$ cat src/rtl/wshb_rr_arbiter.sv
// Two-master / one-slave classic Wishbone arbiter for the SDRAM framebuffer port.
// Master 0 (VGA refill) and master 1 (pattern writer) share the slave with
// round-robin grants. Each master has an ack quota. Once the quota is used up,
// the grant is handed over on the next ack if the other master is waiting.
module wshb_rr_arbiter #(
  parameter int ADDR_W = 32,
  parameter int DATA_W = 32,
  parameter int QUOTA0 = 64,
  parameter int QUOTA1 = 16,
  localparam int SEL_W = DATA_W / 8
) (
  input  logic              clk,
  input  logic              rst,
  // master 0
  input  logic              m0_cyc,
  input  logic              m0_stb,
  input  logic              m0_we,
  input  logic [ADDR_W-1:0] m0_adr,
  input  logic [DATA_W-1:0] m0_dat_ms,
  input  logic [SEL_W-1:0]  m0_sel,
  output logic              m0_ack,
  output logic [DATA_W-1:0] m0_dat_sm,
  // master 1
  input  logic              m1_cyc,
  input  logic              m1_stb,
  input  logic              m1_we,
  input  logic [ADDR_W-1:0] m1_adr,
  input  logic [DATA_W-1:0] m1_dat_ms,
  input  logic [SEL_W-1:0]  m1_sel,
  output logic              m1_ack,
  output logic [DATA_W-1:0] m1_dat_sm,
  // slave
  output logic              s_cyc,
  output logic              s_stb,
  output logic              s_we,
  output logic [ADDR_W-1:0] s_adr,
  output logic [DATA_W-1:0] s_dat_ms,
  output logic [SEL_W-1:0]  s_sel,
  input  logic              s_ack,
  input  logic [DATA_W-1:0] s_dat_sm,
  // status
  output logic [1:0]        gnt,
  output logic [15:0]       preempt_cnt
);

  localparam int CNT_MAX = (QUOTA0 > QUOTA1) ? QUOTA0 : QUOTA1;
  localparam int CNT_W   = $clog2(CNT_MAX + 1);
  localparam logic [CNT_W-1:0] CNT_SAT = CNT_W'(CNT_MAX);

  typedef enum logic [1:0] {
    IDLE = 2'd0,
    OWN0 = 2'd1,
    OWN1 = 2'd2
  } state_t;

  state_t             state_reg, state_next;
  logic               last_reg, last_next;      // 0 = master 0 owned last, 1 = master 1
  logic [CNT_W-1:0]   cnt_reg, cnt_next;
  logic [15:0]        preempt_reg, preempt_next;
  logic [1:0]         gnt_reg;

  // Ack count including the ack arriving this cycle, used for the quota test.
  logic [31:0] cnt_plus;
  assign cnt_plus = 32'(cnt_reg) + 32'd1;

  logic quota0_hit, quota1_hit;
  assign quota0_hit = (cnt_plus >= 32'(QUOTA0));
  assign quota1_hit = (cnt_plus >= 32'(QUOTA1));

  logic [15:0] preempt_inc;
  assign preempt_inc = (preempt_reg == 16'hFFFF) ? preempt_reg : preempt_reg + 16'd1;

  // State, ownership history, counters and the registered grant vector.
  always_ff @(posedge clk) begin
    if (rst) begin
      state_reg   <= IDLE;
      last_reg    <= 1'b1;
      cnt_reg     <= '0;
      preempt_reg <= '0;
      gnt_reg     <= 2'b00;
    end else begin
      state_reg   <= state_next;
      last_reg    <= last_next;
      cnt_reg     <= cnt_next;
      preempt_reg <= preempt_next;
      gnt_reg     <= {state_next == OWN1, state_next == OWN0};
    end
  end

  // Arbitration: pick the next owner, count acks, release and preempt.
  always_comb begin
    state_next   = state_reg;
    last_next    = last_reg;
    cnt_next     = cnt_reg;
    preempt_next = preempt_reg;
    case (state_reg)
      IDLE: begin
        cnt_next = '0;
        if (m0_cyc && m1_cyc) state_next = last_reg ? OWN0 : OWN1;
        else if (m0_cyc)      state_next = OWN0;
        else if (m1_cyc)      state_next = OWN1;
      end
      OWN0: begin
        if (!m0_cyc) begin
          state_next = IDLE;
          last_next  = 1'b0;
          cnt_next   = '0;
        end else if (s_ack && quota0_hit && m1_cyc) begin
          state_next   = IDLE;
          last_next    = 1'b0;
          cnt_next     = '0;
          preempt_next = preempt_inc;
        end else if (s_ack && cnt_reg != CNT_SAT) begin
          cnt_next = cnt_reg + 1'b1;
        end
      end
      OWN1: begin
        if (!m1_cyc) begin
          state_next = IDLE;
          last_next  = 1'b1;
          cnt_next   = '0;
        end else if (s_ack && quota1_hit && m0_cyc) begin
          state_next   = IDLE;
          last_next    = 1'b1;
          cnt_next     = '0;
          preempt_next = preempt_inc;
        end else if (s_ack && cnt_reg != CNT_SAT) begin
          cnt_next = cnt_reg + 1'b1;
        end
      end
      default: begin
        state_next = IDLE;
        cnt_next   = '0;
      end
    endcase
  end

  // Bus steering from the registered owner; in IDLE the slave sees nothing
  // and any stray slave ack is swallowed.
  always_comb begin
    s_cyc    = 1'b0;
    s_stb    = 1'b0;
    s_we     = 1'b0;
    s_adr    = '0;
    s_dat_ms = '0;
    s_sel    = '0;
    m0_ack   = 1'b0;
    m1_ack   = 1'b0;
    case (state_reg)
      OWN0: begin
        s_cyc    = m0_cyc;
        s_stb    = m0_stb;
        s_we     = m0_we;
        s_adr    = m0_adr;
        s_dat_ms = m0_dat_ms;
        s_sel    = m0_sel;
        m0_ack   = s_ack;
      end
      OWN1: begin
        s_cyc    = m1_cyc;
        s_stb    = m1_stb;
        s_we     = m1_we;
        s_adr    = m1_adr;
        s_dat_ms = m1_dat_ms;
        s_sel    = m1_sel;
        m1_ack   = s_ack;
      end
      default: ;
    endcase
  end

  // Read data goes to both masters; only the acked one consumes it.
  assign m0_dat_sm   = s_dat_sm;
  assign m1_dat_sm   = s_dat_sm;
  assign gnt         = gnt_reg;
  assign preempt_cnt = preempt_reg;

endmodule

$ cat config.mk
export PLATFORM = sky130hd
export DESIGN_NAME = wshb_rr_arbiter
export DESIGN_NICKNAME = d
export VERILOG_FILES = /design/src/rtl/wshb_rr_arbiter.sv
export SDC_FILE = /design/constraint.sdc
export NUM_CORES = 1
export LEC_CHECK = 0
export BUFFER_PORTS_ARGS = -buffer_cell sky130_fd_sc_hd__buf_2
export CORE_AREA = 2 2 127 129
export CTS_CLUSTER_DIAMETER = 150
export DETAILED_ROUTE_END_ITERATION = 8
export DIE_AREA = 0 0 129 131
export SYNTH_ARGS = -nofsm -noshare
export SYNTH_HDL_FRONTEND = slang
export SYNTH_SLANG_ARGS = --single-unit
$ cat constraint.sdc
create_clock -name clk -period 6.7 [get_ports clk]
set_input_delay 0.335 -clock clk [delete_from_list [all_inputs] [get_ports clk]]
set_output_delay 0.335 -clock clk [all_outputs]
set_load 0.005 [all_outputs]
* Word level (Yosys, flattened, before mapping)
Cells that the tools add are included.
Widths: inputs -> output; s select.
** Storage, ports and cells
- Memories kept :: 0
- Bits in writable memories :: 0
- Output and inout bits :: 155
- Memory bits (read-only) :: 0
- Logic and storage cells :: 66
- Bits in latches :: 0
- Register bits after elaboration :: 28
- Bits of input ports :: 177
** Cells by class
- Magnitude comparators :: 2
- Shifts and indexed selects :: 0
- $add $sub $neg :: 3
- Bitwise gates (word level) :: 0
- Muxes and demuxes :: 34
- Eq/ne operators :: 12
- Multiply operators :: 0
- Reduce and logical (&&, ||, !) cells :: 10
- Div/mod/pow operators :: 0
** Operators with widths (count)
- $pmux 32 s2 :: 2
- $mux 16 :: 5
- $mux 7 :: 5
- $pmux 16 s2 :: 1
- $add 16x1->16 const B :: 1
- $eq 16x16->1 const B :: 1
- $mux 2 :: 8
- $pmux 7 s2 :: 1
- $add 7x1->8 const B :: 1
- $ge 8x5->1 const B :: 1
- $ge 8x7->1 const B :: 1
- $ne 2x2->1 const B :: 4
- $pmux 1 s2 :: 4
- $pmux 4 s2 :: 1
- $add 7x1->7 const B :: 1
- $ne 7x7->1 const B :: 1
- $logic_and 1x1->1 :: 6
- $mux 1 :: 6
- $ne 3x3->1 const B :: 2
- $pmux 2 s3 :: 1
- $reduce_and 5->1 :: 1
- $eq 2x1->1 const B :: 2
- $eq 2x2->1 const B :: 2
- $reduce_and 3->1 :: 1
- other kinds (2) :: 2

* Logic depth before layout (Yosys ltp)
- Depth after elaboration :: 8
- Gate-level depth with buffers :: 11

* Worst setup path before layout
OpenSTA, ideal clock, no wires.
- Path type :: flip-flop to flip-flop
- From :: register cnt_reg[0]
- To :: register preempt_reg[15] (netlist: preempt_cnt[15])
- Cell stages (with the launch flop) :: 11
- Data arrival time :: 2.388 ns
- Setup slack :: 4.180 ns
- Cell sequence :: dfxtp_1 > ha_1 > and3_4 > and4b_1 > o31a_1 > or4_1 > buf_2 > buf_6 > clkbuf_1 > o31ai_1 > a21oi_1
** On the way
- Longest elaborated chain between the ends :: 6
- Elaborated cells on any way between the ends :: 10
** Ends and longest elaborated chain
- from (decl) :: RTL line 58 : logic [CNT_W-1:0] cnt_reg, cnt_next;
- from (signal assigned) :: RTL line 84 : cnt_reg <= cnt_next;
- $add 7x1->8 * :: RTL line 64 : assign cnt_plus = 32'(cnt_reg) + 32'd1;
- $ge 8x5->1 / $ge 8x7->1 (equally long branches) :: RTL line 68, 67
- $logic_and 1x1->1 (on tied branches) (2 in a row) :: RTL line 122, 108
- $ne 2x2->1 (no source line)
- $reduce_and 5->1 (no source line) *
- to (signal assigned) :: RTL line 85 : preempt_reg <= preempt_next;
- to (decl) :: RTL line 59 : logic [15:0] preempt_reg, preempt_next;
Every way passes the cells marked *; elsewhere a longest branch is shown, timed or not.
A chain may end at the register's enable or synchronous reset.

* Worst setup path after layout
- From :: register cnt_reg[0]
- To :: register preempt_reg[9] (netlist: preempt_cnt[9])
Same word-level chain as after synthesis.

==> flow_results.org <==
** Run status
- The flow ran to the end, and the final reports show no timing, DRC or antenna violations.

** Clock network
- TritonCTS clock tree :: done
- Clock insertion delay at the later pin of the skew report :: about 0.26 ns
- Post-CTS Hold Fix Bufs :: 0
- Post-CTS setup buffer count :: 0
- CTS built an H-tree with a depth of 1.
- Buffer cell driving the clock tree root :: clkbuf_16
- After clock tree synthesis, the clock-pin slew on the worst setup and hold paths is approximately 0.07 ns.
- Clock tree synthesis found a total of 28 sinks.
- The clock passes through at most 2 buffers.
- Number of buffers inserted during clock tree synthesis :: 3
- Cts repair resizes :: 0

** Synthesis
- Of the total synthesized cell area, the portion taken by AND, OR, NAND and NOR gates is 0.297.
- Netlist area before placement :: around 3000 µm²
- After synthesis, the largest family of logic cells by area is simple AND/OR/NAND/NOR gates.
- The share of the Yosys chip area taken by registers is 0.185.
- Count of synthesis-stage warnings from yosys :: 0
- Synthesis inferred 28 register bits.
- Synth Area in Compound Gates :: 0.259
- Post-synthesis mux area share :: 0.00330
- Number of nets in the synthesized netlist :: a little under 600
- In this run, distinct cell masters in the synthesized netlist total 39.
- Post-Synth XOR/XNOR Area :: 0.0202
- Cell count after synthesis :: 408
- Per-instance average area after synthesis :: 7.43 µm²
- Of the total synthesized cell area, the portion taken by full adders, half adders and majority gates is 0.0289.

** Drt
- Routed wire length on met2 :: approximately 5.7 mm
- Final wirelength :: 13.0 mm
- The detailed router used layers up to and including met4.
- Met1 routed wirelength after detailed routing :: 4.76 mm
- Vias per Instance :: about 4.4
- Summed over all nets, wire length on met3 after detailed routing comes to around 2.3 mm.
- In this run the remaining antenna-violating nets after routing total 0.
- After detailed routing, the average wire length per cell comes to 16.8 µm.
- DRC :: 0
- For this block, the initial DRC count from the detailed router was about 190.
- Initial DRT Pass Iterations :: 5
- Detailed routing inserted a total of between 3,000 and 4,000 vias.

** Critical path
- Measured in cells, the most critical reg-to-reg path has a length of 7.
- Critical path depth in cells :: 7
- Counting both buffers and inverters, the worst setup path holds a total of 0.
- Endpoint arrival time on the critical path :: between 3 and 4 ns
- Setup crit start kind :: register
- Worst-path fanout max :: 25
- Walking the worst path, the cells encountered are ha_1, and3_4, and4b_1, o31a_1, or4_1, or4_1, a21oi_1.
- On the critical path, the stage with the largest delay is an instance of or4_1.
- The worst setup path is of the register to register kind.
- Library cell appearing most often on the critical path :: or4_1
- Required time of the critical path :: 6.89 ns
- Type of element capturing the critical path :: register
- On the critical path the largest part of the delay comes from simple AND/OR/NAND/NOR gates.
- In this design, the stage delay of the slowest critical-path cell is ~0.86 ns.

** Floorplan
- The initial utilization of the core area, before any placement, comes to 0.194.
- The initialized floorplan defines 46 standard-cell rows.
- The die covers 16,900 µm².
- Number of placed I/O pins :: 332
- The die is 129 µm wide.
- Overall die height :: roughly 130 µm
- CORE AREA :: 15,600 µm²

** Hold path
- Count of cells along the worst hold path :: 2
- The path class of the tightest hold or removal check is register to register.

** Layout
- In the layout the commonest cells are buf_2, nor2b_1, a22oi_1.
- The register with the most flip-flops in the layout has 16 of them.
- Final net count :: around 740
- Leaving out fill and tap cells, the most frequent cell in the layout is buf_2.
- Sequential Area :: 561 µm²
- Area growth syn-to-layout :: 32.2%
- For this run, the share of the core covered by cells in the final layout is 0.257.
- Summing all multi-input logic gate instances after layout gives around 1900 µm².
- The number of antenna diodes in the final layout is 0.
- Fillcell total :: between 1,500 and 2,000
- Non-filler cells, final :: 772
- Of the cells placed in the final design, the portion with a size suffix greater than 1 is 0.444.

** Power and ir drop
- Clock power share :: 0.293
- Of the total power, combinational logic draws 0.420.
- Worst vdd rail ir drop :: 0.0000855 V
- Power density relative to cell area :: around 150 nW/µm²
- Summed over all nets, the switching power comes to approximately 0.2 mW.
- Internal power comes to slightly above 0.4 mW.
- Of the total power, registers draw 0.287.
- In this run the static leakage power is roughly 1.8 nW.
- Of the total power, the share spent switching nets is 0.322.

** Global route
- The first global-routing pass estimated approximately 17 mm of wire.
- Entering global routing, the biggest net connects 73 pins.
- Antenna violations before repair :: 0
- After global routing the overflow that remains totals 0.
- Vias in the first global route :: around 2,800
- Across every metal layer, demand over resource in global routing totals 0.131.

** Timing
- Share of the clock period used by the worst path :: 0.433
- After layout, the worst setup slack is about 3.8 ns.
- Between clock sinks in the finished design, the worst skew comes to around 0.0042 ns.
- RSZ-0062 raised after global routing :: false
- Relative slew slack :: 0.310
- Subtracting the final worst setup slack from the clock period gives about 2.9 ns.
- The number of endpoints with negative hold slack in the final report was 0.
- Setup violations remaining at the end of the flow were counted as 0.
- Static timing analysis puts the maximum clock frequency at between 300 and 400 MHz.
- Setup total negative slack on the finished layout was measured at 0 ns.
- Transition time at the pin with the least slew margin :: 1.03 ns
- Number of slew-limit violations in the final report :: 0

** Placed design
- Buffers placed on the I/O ports in this run total between 200 and 250.
- Setup slack at placement :: roughly 3.8 ns
- In this run, placement finished with an instance count of about 770.
- Sum of net half-perimeters after detailed placement :: roughly 11 mm
- At the end of routability-driven placement, the weighted congestion stood at about 0.76.

** Flow run
- The tool flagged a number of max-cap violations equal to 0.
[worst min-delay path: stages, from the launching register on]
cell,delay [ns]
dfxtp_1,0.31
o21ai_0,0.07
nand2_1,0.05
[power by group through the flow]
stage               combinational (mW)  clock (mW)  sequential (mW)
finish                           0.254       0.177            0.174
global route                     0.283       0.190            0.174
CTS                              0.259       0.182            0.174
detailed placement               0.258           0            0.178
global placement                 0.257           0            0.178
floorplan                        0.176           0            0.177
[cell usage after synthesis, drive strengths merged]
cell type | number | area (µm²)
inv | 7 | 26.3
o31ai | 9 | 67.6
or4 | 11 | 82.6
and4 | 1 | 8.76
and2 | 5 | 31.3
and4b | 1 | 10.0
nand4bb | 1 | 11.3
nand4 | 3 | 18.8
o21ai | 8 | 40.0
a21oi | 16 | 80.1
nor3 | 2 | 10.0
and3 | 2 | 17.5
o22a | 1 | 8.76
nor4b | 2 | 17.5
nor2b | 73 | 457
nor2 | 15 | 56.3
a21o | 1 | 7.51
nand3b | 2 | 15.0
or3 | 3 | 18.8
a31o | 2 | 17.5
a22oi | 72 | 541
nor4 | 2 | 12.5
a41oi | 1 | 8.76
dfxtp | 28 | 561
o31a | 1 | 8.76
mux2i | 1 | 10.0
nand4b | 2 | 17.5
nand2 | 19 | 71.3
clkbuf | 27 | 101
ha | 7 | 87.6
a21boi | 1 | 7.51
xor2 | 4 | 35.0
xnor2 | 3 | 26.3
nand3 | 8 | 40.0
buf | 66 | 497
nand2b | 1 | 6.26
[final cells by class]
type                    instances  share of cell area
clock buffers                   3              0.0187
clock inverters                 1             0.00749
inverters                       7             0.00655
multi-input cells             280               0.463
flip-flops and latches         28               0.140
well taps                     216              0.0674
repair buffers                237               0.297
[through the flow]
| step | power, mW | hold slack (ns) | instance area (µm²) |
|---|---|---|---|
| 6_report | 0.605 | 0.467 | 4010 |
| 5_1_grt | 0.647 | 0.481 | 4010 |
| 4_1_cts | 0.615 | 0.467 | 4010 |
| 3_5_place_dp | 0.436 | 0.455 | 3900 |
| 3_3_place_gp | 0.435 | 0.457 | 3900 |
| 2_1_floorplan | 0.353 | 0.440 | 3030 |
[cells by family (layout without fill, tap and decap cells)]
group	after synthesis	in the layout
compound gates	112	112
buf+inv	100	248
fa+ha+maj	7	7
mux	1	1
simple gates	153	153
flops	28	28
xor+xnor	7	7
[per-layer routing]
metal / global-route usage / vias to the layer above
met5: 0 / -
met4: 0.0288 / 0
met3: 0.104 / 22
met2: 0.198 / 173
met1: 0.145 / 1515
li1: - / 1698
[path summary, 6_finish.rpt]
check | to | slack [ns] | start
max | preempt_cnt[9]$_SDFFE_PP0P_ | 3.80 | cnt_reg[0]$_SDFF_PP0_
min reg2reg | last_reg$_SDFFE_PP1P_ | 0.47 | last_reg$_SDFFE_PP1P_
min | last_reg$_SDFFE_PP1P_ | 0.47 | last_reg$_SDFFE_PP1P_
max reg2reg | preempt_cnt[9]$_SDFFE_PP0P_ | 3.80 | cnt_reg[0]$_SDFF_PP0_
No activity file was read; power rests on OpenSTA's default activity.
